$ cat config.mk
export PLATFORM = sky130hd
export DESIGN_NAME = cpu_sequencer
export DESIGN_NICKNAME = d
export VERILOG_FILES = /design/src/rtl/cpu_sequencer.sv
export SDC_FILE = /design/constraint.sdc
export NUM_CORES = 1
export LEC_CHECK = 0
export ABC_AREA = 1
export CORE_MARGIN = 1.5
export CORE_UTILIZATION = 30
export DETAILED_ROUTE_END_ITERATION = 10
export SETUP_SLACK_MARGIN = 0.1
export SLEW_MARGIN = 20
export SYNTH_ARGS = -nofsm -noshare
export SYNTH_HDL_FRONTEND = slang
export SYNTH_SLANG_ARGS = --single-unit
$ cat constraint.sdc
create_clock -name clk -period 3.45 [get_ports clk]
set_clock_uncertainty 0.05 [all_clocks]
set_input_delay 0.345 -clock clk [delete_from_list [all_inputs] [get_ports clk]]
set_output_delay 0.345 -clock clk [all_outputs]
set_load 0.01 [all_outputs]
$ cat src/rtl/cpu_sequencer.sv
// Cycle sequencer for the 6502 core: step counter, fetch marker and reset/NMI/IRQ entry.
// State advances on the falling clock edge; every output is decoded from registers only.
module cpu_sequencer #(
  parameter int unsigned STEP_W    = 3,
  parameter int unsigned RST_STEPS = 7,
  parameter int unsigned INT_STEPS = 7
) (
  input  logic              clk,
  input  logic              rst_n,
  input  logic              rdy,
  input  logic              nmi,
  input  logic              irq,
  input  logic              so,
  input  logic              i_flag,
  input  logic              done,
  output logic [STEP_W-1:0] step,
  output logic              sync,
  output logic [1:0]        seq_kind,
  output logic [7:0]        vec_lo,
  output logic              nmi_pending,
  output logic              so_set,
  output logic              seq_err
);

  typedef enum logic [1:0] {
    KindNormal = 2'b00,
    KindIrq    = 2'b01,
    KindNmi    = 2'b10,
    KindReset  = 2'b11
  } kind_e;

  typedef logic [STEP_W:0] cnt_t;

  localparam cnt_t              RstLast = cnt_t'(RST_STEPS - 1);
  localparam cnt_t              IntLast = cnt_t'(INT_STEPS - 1);
  localparam logic [STEP_W-1:0] StepMax = '1;

  kind_e             r_kind;
  kind_e             w_kind_d;
  kind_e             w_boundary_kind;
  logic [STEP_W-1:0] r_step;
  logic [STEP_W-1:0] w_step_d;
  logic              r_armed;
  logic              r_nmi_prev;
  logic              r_so_prev;
  logic              r_nmi_pending;
  logic              r_so_set;
  logic              r_seq_err;
  logic              w_nmi_pending_d;
  logic              w_seq_err_d;
  logic              w_nmi_edge;
  logic              w_so_edge;
  logic              w_advance;
  logic              w_last;
  logic              w_overflow;
  logic              w_enter_nmi;

  assign w_nmi_edge = nmi & ~r_nmi_prev;
  assign w_so_edge  = so & ~r_so_prev;
  // The first edge after reset release only arms the sequencer, so the reset
  // sequence always starts from a clean, edge-aligned step 0.
  assign w_advance  = r_armed & rdy;

  // Sequence selection at a boundary; a fresh NMI edge on this very edge counts.
  always_comb begin
    w_boundary_kind = KindNormal;
    if (r_nmi_pending || w_nmi_edge) begin
      w_boundary_kind = KindNmi;
    end else if (irq && !i_flag) begin
      w_boundary_kind = KindIrq;
    end
  end

  always_comb begin
    w_last     = 1'b0;
    w_overflow = 1'b0;
    case (r_kind)
      KindReset: w_last = ({1'b0, r_step} == RstLast);
      KindIrq,
      KindNmi:   w_last = ({1'b0, r_step} == IntLast);
      default: begin
        w_overflow = (r_step == StepMax) && !done;
        w_last     = done || (r_step == StepMax);
      end
    endcase
  end

  always_comb begin
    w_step_d    = r_step;
    w_kind_d    = r_kind;
    w_enter_nmi = 1'b0;
    w_seq_err_d = r_seq_err;
    if (w_advance) begin
      if (w_last) begin
        w_step_d    = '0;
        w_kind_d    = w_boundary_kind;
        w_enter_nmi = (w_boundary_kind == KindNmi);
      end else begin
        w_step_d = r_step + 1'b1;
      end
      if (w_overflow) begin
        w_seq_err_d = 1'b1;
      end
    end
    // Entering NMI consumes the latched request; only a new edge arriving on
    // top of an already-latched one survives the clear.
    if (w_enter_nmi) begin
      w_nmi_pending_d = r_nmi_pending & w_nmi_edge;
    end else begin
      w_nmi_pending_d = r_nmi_pending | w_nmi_edge;
    end
  end

  always_ff @(negedge clk or negedge rst_n) begin
    if (!rst_n) begin
      r_step        <= '0;
      r_kind        <= KindReset;
      r_armed       <= 1'b0;
      r_nmi_prev    <= 1'b0;
      r_so_prev     <= 1'b0;
      r_nmi_pending <= 1'b0;
      r_so_set      <= 1'b0;
      r_seq_err     <= 1'b0;
    end else begin
      r_step        <= w_step_d;
      r_kind        <= w_kind_d;
      r_armed       <= 1'b1;
      r_nmi_prev    <= nmi;
      r_so_prev     <= so;
      r_nmi_pending <= w_nmi_pending_d;
      r_so_set      <= w_so_edge;
      r_seq_err     <= w_seq_err_d;
    end
  end

  always_comb begin
    vec_lo = 8'h00;
    case (r_kind)
      KindReset: vec_lo = 8'hFC;
      KindNmi:   vec_lo = 8'hFA;
      KindIrq:   vec_lo = 8'hFE;
      default:   vec_lo = 8'h00;
    endcase
  end

  assign step        = r_step;
  assign seq_kind    = r_kind;
  assign sync        = (r_kind == KindNormal) && (r_step == '0);
  assign nmi_pending = r_nmi_pending;
  assign so_set      = r_so_set;
  assign seq_err     = r_seq_err;

endmodule

==> results.toml, run 1 <==
[status]
status = "finished with violations"
violations = "negative setup slack"

[clocking]
clock_tree.buffer_depth = 2
cts-hold-fix-buffers = 0
cts.sink_count = 11
numCtsBuffers = 3
clock_latency_ns = 0.33
cts_tree = "yes"
path_clk_slew_ns = 0.05
root_buffer = "clkbuf_4"
htree_num_levels = 1

[global_route]
grt_pass1_wl_um = 2390
grt_max_degree = 12
grt_usage_pct = 12.9
grt_pass1_vias = 545
grt_antenna_before_repair = 0
globalRoute.totalOverflow = 0

[sta]
hold_violations = 0
relSlewSlack_pct = 65.2
setup_viol = 2
drv_slew = 0
setup_ws_ns = -0.0534
rsz0062_at_grt = "yes"
timing.hold.ws_ns = 0.294
worst_slew_pin_slew_ns = 0.521

[yosys]
yosysWarnings = 0
yosysMostFrequentCell = "nand2_1"
synth-simple-area-share_pct = 23.7
synth_seq_cells = 11
yosysSeqAreaShare_pct = 42.7
yosys.area.top_type_share_pct = 34.6
synth_edf_count = 0
yosys.area.top_type = "dfrtn_1"
syn_nets = 89
synth_top_family_by_area = "simple AND/OR/NAND/NOR gates"
synth_xor_area_share_pct = 0
yosysUniqueCellTypes = 15
syn_area_per_cell_um2 = 8.79
muxShareOfSynthArea_pct = 0
synthArstFlopShare_pct = 100
ys.flop_type = "dfrtn_1"
syn-instance-count = 74
synth-compound-area-share_pct = 6.54
synth_common_cells = "nand2_1, dfrtn_1, inv_1, ha_1, nor2_1"
synthTopCellsByArea = "dfrtn_1, ha_1, nand2_1"
synth-adder-area-share_pct = 13.5
syn_area_um2 = 651

[setup_path]
cp_data_required_time_ns = 3.05
cpMaxStageDelayCell = "dfstp_2"
cp_num_buf_inv = 2
cp_slowest_stage_delay_ns = 0.53
worstRegToRegCells = 8
path_max_fanout = 4
setup.worst_path.class = "flip-flop to output port"
cp-start-kind = "flip-flop"
path_delay_family = "flip-flops"
worst_setup_path_end_kind = "output port"
cp.arrival_ns = 3.11
path_depth = 5
path_cells = "buf_6 > ha_4 > nor2_4 > nor2_2 > buf_2"

[layout]
syn_to_final_growth_pct = 58.7
drive_above_1_share_pct = 39.8
final_net_count = 124
diodes = 0
fin_cells = 135
finalInstanceArea_um2 = 1030

[detailed_routing]
vias = 559
drt_wl_total_um = 1340
firstDrtPassIters = 4
first_iter_violations = 9
drc_errors = 0
wl_per_cell_um = 9.93
vias_per_cell = 4.14
drtAntennaViolNets = 0

[power]
p_clk_share_pct = 13.5
pwr-share-seq_pct = 25.5
total_power_mw = 0.725
p_switching_mw = 0.280
p_int_mw = 0.446
combPwrFrac_pct = 60.9
p_per_area_nw_per_um2 = 703
p_leak_nw = 0.545
switching_share_pct = 38.6
ir_drop_uv = 339

[place]
placed_cells = 126
io_buffers = 23
dpl_cell_area_um2 = 930
dpl.hpwl_um = 967
routabilityCongestion = 0.706

[floorplan]
die_w_um = 49.6
design.core.area_um2 = 2000
initial_core_util_pct = 32.5
rows = 16
io_pins = 25
die_h_um = 49.6
die_area_um2 = 2460

[min_path]
min_path_type = "flip-flop to flip-flop"
hold-path-cell-count = 1

[job]
cap_violations = 0
[state kept, by name, summed over array words and instances (netlist names)]
| register | flops |
|---|---|
| r_so_prev | 1 |
| nmi_pending | 1 |
| so_set | 1 |
| r_armed | 1 |
| r_nmi_prev | 1 |
| seq_kind | 2 |
| seq_err | 1 |
| step | 3 |
[per-stage QoR]
step / setup TNS (ns) / setup WS [ns] / utilization (%)
6_report: -0.0700 / -0.0534 / 51.6
4_1_cts: -0.0198 / -0.0104 / 50.7
3_3_place_gp: -0.635 / -0.0926 / 46.4
5_1_grt: -0.414 / -0.127 / 51.6
3_5_place_dp: -0.772 / -0.124 / 46.4
2_1_floorplan: 0 / 0.181 / -
[power groups by stage]
| stage | logic, mW | clock network (mW) | registers, mW |
|---|---|---|---|
| 2_1_floorplan | 0.186 | 0.00544 | 0.211 |
| 3_3_place_gp | 0.398 | 0.00544 | 0.190 |
| 3_5_place_dp | 0.399 | 0.00544 | 0.192 |
| 4_1_cts | 0.438 | 0.101 | 0.185 |
| 5_1_grt | 0.491 | 0.106 | 0.191 |
| 6_report | 0.442 | 0.0982 | 0.185 |
[cell families after synthesis]
kind of cell | count (synthesis)
AOI/OAI and AO/OA | 5
adders and majority gates | 7
buffers and inverters | 16
DFF | 11
other | 2
and+or+nand+nor | 33
[cell usage in the layout (no fill, tap or decap), drive strengths merged]
cell           synthesis  final
ha                     7      7
clkdlybuf4s50          0      8
clkinv                 0      1
dlygate4sd2            0      4
clkbuf                 0      4
o21ai                  4      4
o21bai                 1      1
dlymetal6s2s           0      1
dfstp                  2      2
dfrtn                  9      9
inv                   11     12
buf                    5     20
conb                   2      2
nand2                 21     21
nor2                   6      6
nand3                  6      6
[worst paths after layout]
check                                         from                      end  slack, ns
max                        seq_kind[0]$_DFFE_NN1P_                vec_lo[2]      -0.05
min in group asynchronous                    rst_n      seq_err$_DFFE_NN0P_       1.97
max reg2reg                seq_kind[1]$_DFFE_NN1P_      step[0]$_DFFE_NN0N_       1.87
min reg2reg                    r_so_prev$_DFF_NN0_         so_set$_DFF_NN0_       0.29
max in group asynchronous                    rst_n  seq_kind[1]$_DFFE_NN1P_       0.94
min                            r_so_prev$_DFF_NN0_         so_set$_DFF_NN0_       0.29
[timing repair]
action / CTS / global route
setup endpoints to repair: 14 / 11
gates resized for setup: 58 / 6
pin swaps: 1 / 2
setup buffers: 3 / 1
[per-layer routing]
metal  vias up  share of wire [%]  wire [um]  track usage [%]
met2        19                 47        630             19.8
met4         0                1.5         20             8.33
met1       250                 46        619             16.4
met5         -                  0          0                0
met3         2                5.4         72             2.73
li1        288                  -          -                -
[area by class of cell]
type / count / area, um2
clock buffer: 3 / 22.5
clock inverter: 3 / 11.3
fill: 189 / 970
inverter: 10 / 42.5
multi-input combinational: 47 / 339
sequential: 11 / 278
tap: 27 / 33.8
timing repair buffer: 34 / 305
Power figures use the tool's default switching activity.
==> inputs of run 2 (changes only) <==
--- a/config.mk
+++ b/config.mk
@@ -6,6 +6,7 @@
 export NUM_CORES = 1
 export LEC_CHECK = 0
 export ABC_AREA = 1
+export CAP_MARGIN = 30
 export CORE_MARGIN = 1.5
 export CORE_UTILIZATION = 30
 export DETAILED_ROUTE_END_ITERATION = 10
==> results of run 2 <==
No change in the layout: final DEF, timing and power equal those of run 1.
==> inputs of run 3 (changes only) <==
--- a/config.mk
+++ b/config.mk
@@ -10,6 +10,7 @@
 export CORE_MARGIN = 1.5
 export CORE_UTILIZATION = 30
 export DETAILED_ROUTE_END_ITERATION = 10
+export REMOVE_ABC_BUFFERS = 1
 export SETUP_SLACK_MARGIN = 0.1
 export SLEW_MARGIN = 20
 export SYNTH_ARGS = -nofsm -noshare
==> constraint.sdc (replaced) <==
create_clock -name clk -period 3.6 [get_ports clk]
set_clock_uncertainty 0.05 [all_clocks]
set_input_delay 0.36 -clock clk [delete_from_list [all_inputs] [get_ports clk]]
set_output_delay 0.36 -clock clk [all_outputs]
set_load 0.01 [all_outputs]
==> results.toml, run 3 (same netlist as run 1, synthesis figures left out) <==
[sta]
drv_slew = 0
hold_violations = 0
setup_ws_ns = 0.0389
rsz0062_at_grt = "yes"
setup_viol = 0

[layout]
final_cell_mix = "nand2_1, inv_1, clkdlybuf4s50_1, dfrtn_1, buf_4"
mostFrequentLayoutCell = "nand2_1"
drive_above_1_share_pct = 36.1
fin_util_pct = 50.8
fin_cells = 135
syn_to_final_growth_pct = 56.3
largest_reg_flops = 3
diodes = 0
final_net_count = 124
fillers = 207

[global_route]
grt_antenna_before_repair = 0
grt_max_degree = 12
grt_pass1_vias = 515
grt_usage_pct = 11.8
grt_pass1_wl_um = 2170
globalRoute.totalOverflow = 0

[detailed_routing]
vias = 556
wl_per_cell_um = 9.13
drtAntennaViolNets = 0
first_iter_violations = 4
vias_per_cell = 4.12
drc_errors = 0
firstDrtPassIters = 4
drt_wl_total_um = 1230

[setup_path]
worst_setup_path_end_kind = "output port"
worstRegToRegCells = 8
setup.worst_path.class = "flip-flop to output port"
cp.arrival_ns = 3.15
cp_data_required_time_ns = 3.19
timing.rr.end = "nmi_pending$_DFF_NN0_"
reg2reg_slack_ns = 2.05
startpoint = "seq_kind[0]$_DFFE_NN1P_"
r2r_start = "seq_kind[0]$_DFFE_NN1P_"
path_max_fanout = 5
cp-start-kind = "flip-flop"
critPathCapture = "vec_lo[6]"

[power]
pwr-share-seq_pct = 25.8
p_switching_mw = 0.262
p_int_mw = 0.431
p_per_area_nw_per_um2 = 682
p_leak_nw = 0.545
p_clk_share_pct = 13.1
ir_drop_uv = 332
total_power_mw = 0.694
switching_share_pct = 37.8
combPwrFrac_pct = 61.1

[place]
routabilityCongestion = 0.708
io_buffers = 23
placed_cells = 125
dpl.hpwl_um = 920
dpl_worst_slack_ns = -0.0652

[clocking]
path_clk_slew_ns = 0.06
clock_latency_ns = 0.32
clock_tree.buffer_depth = 2
numCtsBuffers = 3
cts.sink_count = 11
root_buffer = "clkbuf_4"
htree_num_levels = 1
cts_tree = "yes"

[status]
status = "finished clean"

[min_path]
min_path_type = "flip-flop to flip-flop"
hp-start = "r_so_prev$_DFF_NN0_"

[floorplan]
design.core.area_um2 = 2000
io_pins = 25
die_w_um = 49.6
initial_core_util_pct = 32.5
die_h_um = 49.6
rows = 16
die_area_um2 = 2460

[job]
cap_violations = 0
[run 3: layer usage]
metal | share of wire (%) | vias to the layer above | global-route usage, % | wire, um
li1 | - | 287 | - | -
met3 | 5.8 | 2 | 2.42 | 72
met2 | 43 | 19 | 16.9 | 534
met4 | 2.2 | 0 | 9.72 | 27
met5 | 0 | - | 0 | 0
met1 | 48 | 248 | 15.1 | 597
[run 3: how the worst min path moves through the flow]
stage	endpoint	slack [ns]	cells past startpoint
floorplan	so_set$_DFF_NN0_	0.27	1
global placement	so_set$_DFF_NN0_	0.30	1
detailed placement	so_set$_DFF_NN0_	0.32	1
CTS	so_set$_DFF_NN0_	0.32	1
global route	so_set$_DFF_NN0_	0.36	1
finish	so_set$_DFF_NN0_	0.30	1
[run 3: layout make-up]
type                       instances  area (um2)  share of cell area, %
multi-input combinational         47         319                   31.4
timing repair buffer              34         310                   30.5
sequential                        11         278                   27.3
inverter                          10        42.5                   4.18
tap                               27        33.8                   3.32
clock buffer                       3        22.5                   2.21
clock inverter                     3        11.3                   1.11
[run 3: through the flow]
stage          setup TNS, ns  hold slack, ns  cell area, um2
2_1_floorplan              0           0.274             613
3_3_place_gp          -0.229           0.301             922
3_5_place_dp          -0.407           0.316             922
4_1_cts                    0           0.317            1000
5_1_grt               -0.133           0.356            1020
6_report                   0           0.303            1020
[run 3: power groups by stage]
stage          Clock, mW  Sequential (mW)  Combinational [mW]
2_1_floorplan    0.00522            0.202               0.146
3_3_place_gp     0.00522            0.183               0.374
3_5_place_dp     0.00522            0.185               0.376
4_1_cts           0.0958            0.179               0.424
5_1_grt            0.109            0.184               0.465
6_report          0.0911            0.179               0.424
[run 3: repair_timing]
item	CTS	global route
pin swaps	1	0
hold buffers	0	0
gates resized for setup	49	4
endpoints found under the hold margin	0	0
setup buffers	6	0
setup endpoints to repair	13	11
[run 3: worst max-delay path: stages (launching register included)]
cell,delay (ns)
dfstp_2,0.53
inv_1,0.07
ha_4,0.18
inv_4,0.07
buf_6,0.10
buf_6,0.09
